<file path="src/rtl/router_pkg.sv">
// Shared router definitions: transmitter FSM encoding, packet slot layout and the
// SIZE-to-length rule used by both the transmit and receive sides.
package router_pkg;

    typedef enum logic [1:0] {
        ST_IDLE = 2'd0,
        ST_SEND = 2'd1,
        ST_DONE = 2'd2
    } tx_state_t;

    localparam int SRC_OFS      = 0;
    localparam int DST_OFS      = 1;
    localparam int SIZE_OFS     = 2;
    localparam int DATA_OFS     = 3;
    localparam int SIZE_BITS    = 3;
    localparam int LEN_OVERHEAD = 5;
    localparam int MAX_PKT_LEN  = 12;

    // Only the low SIZE bits carry the data count (n-1); the rest of the byte is ignored.
    function automatic int pkt_len(input logic [SIZE_BITS-1:0] size_field);
        return int'({29'd0, size_field}) + LEN_OVERHEAD;
    endfunction

endpackage

</file>
<file path="src/rtl/pkt_xor_crc.sv">
// Running XOR checksum over a byte stream with synchronous clear, enable and a
// compare port against the received checksum byte.
module pkt_xor_crc #(
    parameter int WIDTH = 8
) (
    input  logic             clk,
    input  logic             rst,
    input  logic             clr,
    input  logic             en,
    input  logic [WIDTH-1:0] data,
    input  logic [WIDTH-1:0] cmp_data,
    output logic             mismatch
);

    logic [WIDTH-1:0] acc;

    // Clear wins over enable so a new packet always starts from zero.
    always_ff @(posedge clk) begin
        if (rst || clr) begin
            acc <= '0;
        end else if (en) begin
            acc <= acc ^ data;
        end
    end

    assign mismatch = (acc != cmp_data);

endmodule

</file>
<file path="src/rtl/packet_transmitter.sv">
// Output engine of one router port: drains whole packets from the port FIFO and
// re-serialises them as a byte stream under downstream backpressure, checking the XOR CRC.
module packet_transmitter
    import router_pkg::*;
#(
    parameter int PTR_IN_SZ = 4,
    parameter int UWIDTH    = 8
) (
    input  logic                 clk2,
    input  logic                 rst,
    input  logic                 rempty_i,
    input  logic [UWIDTH-1:0]    rdata_i,
    input  logic                 stop_packet_send_i,
    output logic [PTR_IN_SZ-1:0] raddr_o,
    output logic                 rinc_o,
    output logic [UWIDTH-1:0]    pdata_o,
    output logic                 packet_valid_o,
    output logic                 crc_err_o,
    output tx_state_t            state_dbg_o
);

    // Handshake: every cycle with packet_valid_o high carries one new packet byte on
    // pdata_o. stop_packet_send_i sampled high on an edge drops packet_valid_o for the
    // following cycle and freezes the read position, so no byte is skipped or repeated.

    localparam logic [PTR_IN_SZ-1:0] SIZE_IDX = PTR_IN_SZ'(SIZE_OFS);
    localparam logic [PTR_IN_SZ-1:0] IDX_ONE  = PTR_IN_SZ'(1);

    tx_state_t            state_q, state_nxt;
    logic [PTR_IN_SZ-1:0] idx_q, idx_nxt;
    logic [PTR_IN_SZ-1:0] len_q, len_nxt;
    logic [UWIDTH-1:0]    pdata_nxt;
    logic                 valid_nxt;
    logic                 rinc_nxt;
    logic                 crc_err_nxt;
    logic                 crc_clr;
    logic                 crc_en;
    logic                 crc_mismatch;
    logic                 is_crc_byte;

    pkt_xor_crc #(
        .WIDTH(UWIDTH)
    ) u_crc (
        .clk      (clk2),
        .rst      (rst),
        .clr      (crc_clr),
        .en       (crc_en),
        .data     (rdata_i),
        .cmp_data (rdata_i),
        .mismatch (crc_mismatch)
    );

    // len_q is only valid once the SIZE byte has gone past, hence the guard.
    assign is_crc_byte = (idx_q > SIZE_IDX) && (idx_q == len_q - IDX_ONE);

    always_comb begin
        state_nxt   = state_q;
        idx_nxt     = idx_q;
        len_nxt     = len_q;
        pdata_nxt   = pdata_o;
        valid_nxt   = 1'b0;
        rinc_nxt    = 1'b0;
        crc_err_nxt = 1'b0;
        crc_clr     = 1'b0;
        crc_en      = 1'b0;

        case (state_q)
            ST_IDLE: begin
                idx_nxt = '0;
                if (!rempty_i && !stop_packet_send_i) begin
                    state_nxt = ST_SEND;
                    crc_clr   = 1'b1;
                end
            end

            ST_SEND: begin
                if (!stop_packet_send_i) begin
                    pdata_nxt = rdata_i;
                    valid_nxt = 1'b1;
                    if (is_crc_byte) begin
                        rinc_nxt    = 1'b1;
                        crc_err_nxt = crc_mismatch;
                        state_nxt   = ST_DONE;
                    end else begin
                        crc_en  = 1'b1;
                        idx_nxt = idx_q + IDX_ONE;
                        if (idx_q == SIZE_IDX) begin
                            len_nxt = PTR_IN_SZ'(pkt_len(rdata_i[SIZE_BITS-1:0]));
                        end
                    end
                end
            end

            ST_DONE: begin
                idx_nxt   = '0;
                state_nxt = ST_IDLE;
            end

            default: begin
                idx_nxt   = '0;
                state_nxt = ST_IDLE;
            end
        endcase
    end

    always_ff @(posedge clk2) begin
        if (rst) begin
            state_q        <= ST_IDLE;
            idx_q          <= '0;
            len_q          <= '0;
            pdata_o        <= '0;
            packet_valid_o <= 1'b0;
            rinc_o         <= 1'b0;
            crc_err_o      <= 1'b0;
        end else begin
            state_q        <= state_nxt;
            idx_q          <= idx_nxt;
            len_q          <= len_nxt;
            pdata_o        <= pdata_nxt;
            packet_valid_o <= valid_nxt;
            rinc_o         <= rinc_nxt;
            crc_err_o      <= crc_err_nxt;
        end
    end

    assign raddr_o     = idx_q;
    assign state_dbg_o = state_q;

endmodule

</file>
<file path="config.mk">
export PLATFORM = sky130hd
export DESIGN_NAME = packet_transmitter
export DESIGN_NICKNAME = d
export VERILOG_FILES = /design/src/rtl/router_pkg.sv /design/src/rtl/pkt_xor_crc.sv /design/src/rtl/packet_transmitter.sv
export SDC_FILE = /design/constraint.sdc
export NUM_CORES = 1
export LEC_CHECK = 0
export CORE_UTILIZATION = 53
export DETAILED_ROUTE_END_ITERATION = 10
export PLACE_DENSITY = 0.84
export REMOVE_ABC_BUFFERS = 1
export SETUP_SLACK_MARGIN = 0.15
export SYNTH_ARGS = -nofsm -noshare
export SYNTH_HDL_FRONTEND = slang
export SYNTH_SLANG_ARGS = --single-unit
</file>
<file path="constraint.sdc">
create_clock -name clk2 -period 5.2 [get_ports clk2]
set_input_delay 1.04 -clock clk2 [delete_from_list [all_inputs] [get_ports clk2]]
set_output_delay 1.04 -clock clk2 [all_outputs]
set_load 0.01 [all_outputs]
</file>
-- Word level (Yosys, flattened, before mapping)
Cells that the tools add are included.
- logic and storage cells: 47
- input port bits: 12
- output and inout bits: 17
- flip-flop bits (word level): 29
- $lt $le $gt $ge: 1
- reduce and logical (&&, ||, !) cells: 13
- add/subtract/negate cells: 3
- eq/ne operators: 7
- bitwise gates (word level): 4
- muxes and demuxes: 11
- operators by type and width (kind ; number):
    8-bit inequality test ; 1
    8-bit bitwise XOR ; 1
    1-bit 2-to-1 mux ; 7
    2-bit 2-to-1 mux ; 3
    2-bit inequality test (second input constant) ; 3
    3-bit by 3-bit adder with 4-bit output (second input constant) ; 1
    4-bit by 1-bit adder with 4-bit output (second input constant) ; 1
    4-bit by 2-bit equality test with 1-bit output (second input constant) ; 1
    4-bit equality test ; 1
    4-bit by 2-bit > comparator with 1-bit output (second input constant) ; 1
    2-bit case mux with 2 select lines ; 1
    2-bit AND reduction ; 2
    4-bit AND reduction ; 1
    4-bit OR reduction ; 1
    4-bit by 1-bit subtractor with 4-bit output (second input constant) ; 1
    1-bit NOT ; 3
    3-bit AND reduction ; 1
    3-bit OR reduction ; 1
    2-bit by 1-bit equality test with 1-bit output (second input constant) ; 1
    1-bit logical AND ; 2
    1-bit logical NOT ; 2
    2-bit logical NOT ; 1
    2-bit OR reduction ; 1
    1-bit logical OR ; 1

-- Depth between registers and ports, before layout
- depth in word-level cells: 6
- gate-level depth with buffers: 8
- depth with buffers taken out: 7

-- Modules after synthesis
From an unflattened synthesis, not the netlist that was laid out.
- cells, all modules: 145
- area total of the unflattened synthesis: 1332.5 µm²
- by module, submodules not included (module ; sequential area each (µm²) ; times used ; cells each ; area each (µm²)):
    packet_transmitter ; 420.4 ; 1 ; 99 ; 933.4
    pkt_xor_crc ; 160.2 ; 1 ; 46 ; 399.1

-- Worst setup path before layout
No wires, ideal clock.
- path type: input to register
- start point: input port stop_packet_send_i
- end point: register u_crc.acc[1]
- path slack: 2.795 ns
- stages on the path: 5
- setup time: 0.070 ns
- data required time: 5.130 ns
- path buffers: 1
- arrival time: 2.336 ns
- cell sequence: buf_2 nor3b_1 nand2_1 or3_1 a21oi_1
- cells in the longest elaborated chain, start to end: 5
- elaborated cells between the ends (all ways): 7
- those cells by class: 4 x mux; 3 x reduce/logical
- ends and longest elaborated chain (item ; line ; text):
    start, declared ; packet_transmitter.sv:13 ; input logic stop_packet_send_i,
    1-bit logical NOT ; - ;
    1-bit logical AND ; packet_transmitter.sv:70 ; if (!rempty_i && !stop_packet_send_i) begin
    1-bit 2-to-1 mux ; packet_transmitter.sv:70 ;
    1-bit 2-to-1 mux ; packet_transmitter.sv:67 ; case (state_q)
    1-bit logical OR ; pkt_xor_crc.sv:19 ; if (rst || clr) begin
    end signal, assigned ; pkt_xor_crc.sv:22 ; acc <= acc ^ data;
    end, declared ; pkt_xor_crc.sv:15 ; logic [WIDTH-1:0] acc;
Parallel ways exist; a longest one is shown, timed or not.
A chain may end at the register's enable or synchronous reset.

-- Worst setup path after layout
- start point: input port stop_packet_send_i
- end point: register u_crc.acc[2]
The elaborated chain is that of the path after synthesis.

==> run summary <==
Minimum clock period -> 2930 ps
# resized after CTS -> 0
Total GRT Usage -> 0.242
Share of post-route cells with drive strength above 1 -> 0.0811
Skew-Pair Late Insertion Delay -> 340 ps
Antenna cells -> 0
TritonCTS clock tree -> done
Worst VDD drop -> 0.210 mV
EDFF count, synth -> 0
RSZ-0062 raised after global routing -> no
Area delta synth->final -> 25.9%
Outcome -> finished, final reports clean
Post-DP HPWL -> 2090 um
Area of the core -> 2300 sq um
Die height -> 52.4 um
Async SR Flop Fraction -> 0
Number of global-route vias before repair -> 1,114
Via density -> 5.67
Pre-CTS WS -> 1970 ps
Worst-Margin Slew -> 940 ps
Critical path peak fanout -> 11
Port bufs -> 28
Core Util, Final -> 0.736
Dominant synthesized flop cell -> dfxtp_1
Hold Path Class -> register to register
FF-to-FF path depth -> 7
TritonCTS Sinks -> 29
Setup TNS -> 0 ps
Largest net degree at the start of global routing -> 28
Row count -> 17
CP bufs+invs -> 1
Slowest-stage cell, CP -> nor3b_1
Hold path depth -> 2
Setup bufs post-CTS -> 0
Max Cap Viol -> 0
Netlist cell types -> 32
CP peak stage delay -> 830 ps
Register area share after synthesis -> 0.432
TritonCTS Buffers -> 5
Die area -> 2740 sq um
DRT Wirelength -> 2920 um
Pwr Density -> 252 nW/um^2
First-pass GRT wire length -> 4750 um
Clk buf depth -> 2
Antenna-violating nets left -> 0
Final setup viols -> 0
Synth area leaders -> dfxtp_1 43%, a21oi_1 8.6%, xor2_1 7.8%
Ports -> 29
DIE WIDTH -> 52.4 um
Max Clock Skew -> 11.1 ps
Antenna violations before repair -> 0
DR iter-0 viols -> 12
Yosys top cell area share -> 0.432
Cell taking the most area after synthesis -> dfxtp_1
DRT Pass-1 Iters -> 6
Slew HR -> 0.372
Slew Viols, Final -> 0
Stages on worst setup path -> 5
Nets -> 200
Crit share post-route -> 0.563
Worst path arrival time -> 3190 ps
CTS Root Buffer Type -> clkbuf_4
Overflow after GRT -> 0
Crit path launch type -> input port
WP data required -> 5460 ps
CP Class -> input port to register
Setup ws final -> 2270 ps
Synth Instances -> 155
Via count -> 1,208
Hold buffer count at CTS -> 0
Final Hold Fails -> 0
DRC viols -> 0
Crit. End Element -> register
Clock Pin Slew Worst Setup and Hold Paths -> 80 ps
GPL Wtd Cong -> 0.783
Max Freq -> 342 MHz
Syn_area_per_cell -> 8.67 sq um
Filler instances -> 180
Seq cells post-synth -> 29
Netlist Area Pre-Place -> 1340 sq um
FF-to-FF setup slack -> 2810 ps
Initial core utilization -> 0.585
Yosys warning total -> 0
CP Cell Sequence -> clkdlybuf4s50_1 -> nor3b_1 -> nand2_1 -> or3_1 -> a21oi_1
Final hold slack -> 466 ps
WL/cell -> 13.7 um
Leak -> 0.633 nW
Number of H-tree branching levels -> 2
Cell family with most CP delay -> simple AND/OR/NAND/NOR gates
flip-flops by register name (all words and copies together) (netlist names):
register,cells
crc_err_o,1
len_q,4
packet_valid_o,1
pdata_o,8
raddr_o,4
rinc_o,1
state_dbg_o,2
u_crc.acc,8
power breakdown:
group / internal (W) / leakage (nW) / total (W) / switching (W)
logic: 0.0000201 / 0.357 / 0.0000398 / 0.0000198
clock network: 0.0000782 / 0.0413 / 0.000157 / 0.0000785
registers: 0.000227 / 0.235 / 0.000230 / 0.00000383
routing by layer:
metal	part of all wire	global-route usage	vias to the layer above
li1	-	-	596
met1	0.42	0.256	567
met2	0.50	0.430	35
met3	0.048	0.0725	10
met4	0.028	0.118	0
met5	0	0	-
synth_stat cells (2+ instances only):
master,count
ha_1,4
o21ai_0,11
buf_2,3
dfxtp_1,29
nor2_1,12
nand2_1,19
a21oi_1,23
and2_1,2
or3_1,11
or3b_2,2
or4_1,2
nor4_1,2
nand3_1,2
xor2_1,12
inv_1,4
worst register-to-register path, delay by kind of cell, from the launching register on:
| kind | cells | cell delay [ps] |
|---|---|---|
| AOI/OAI and AO/OA | 2 | 650 |
| and+or+nand+nor | 2 | 830 |
| buffers and inverters | 1 | 70 |
| adders and majority gates | 1 | 210 |
| xor gates and xnor gates | 1 | 160 |
| DFF | 1 | 400 |
worst paths after layout:
check                     start            to
max          stop_packet_send_i  u_crc.acc[2]
min                  pdata_o[3]    pdata_o[3]
max reg2reg            len_q[0]     crc_err_o
min reg2reg          pdata_o[3]    pdata_o[3]
layout make-up:
class                      instances  area (sq um)  area share
clock buffer                       7          65.1      0.0385
sequential                        29           581       0.343
tap                               28          35.0      0.0207
inverter                           4          15.0     0.00888
timing repair buffer              28           280       0.166
clock inverter                     1          5.00     0.00296
multi-input combinational        116           711       0.420
cells by family (layout without fill, tap and decap cells):
logic type      Yosys count  in the layout  synth area share
compound gates           40             40             0.172
xor+xnor                 13             13            0.0847
fa+ha+maj                 4              4            0.0372
buf+inv                  10             40            0.0391
flops                    29             29             0.432
mux                       1              1           0.00745
simple gates             58             58             0.227
per-stage QoR:
step / area (sq um) / total power [W] / std cells
after floorplan: 1310 / 0.000251 / 149
after global placement: 1620 / 0.000273 / 205
after detailed placement: 1620 / 0.000275 / 205
after CTS: 1690 / 0.000429 / 213
after global routing: 1690 / 0.000446 / 213
final: 1690 / 0.000427 / 213
cells in the final DEF, fill, tap and decap left out, drive strengths merged, types with 2 or more instances in the layout:
cell and instances:
o21ai 11, or4b 2, or3b 2, and2 3
inv 4, a31oi 2, nor4 2, ha 4
xor2 12, or4 2, dfxtp 29, or3 11
a21oi 23, nand3 2, nor2 12, clkdlybuf4s50 28
nand2 19, clkbuf 7
Power figures use the tool's default switching activity.
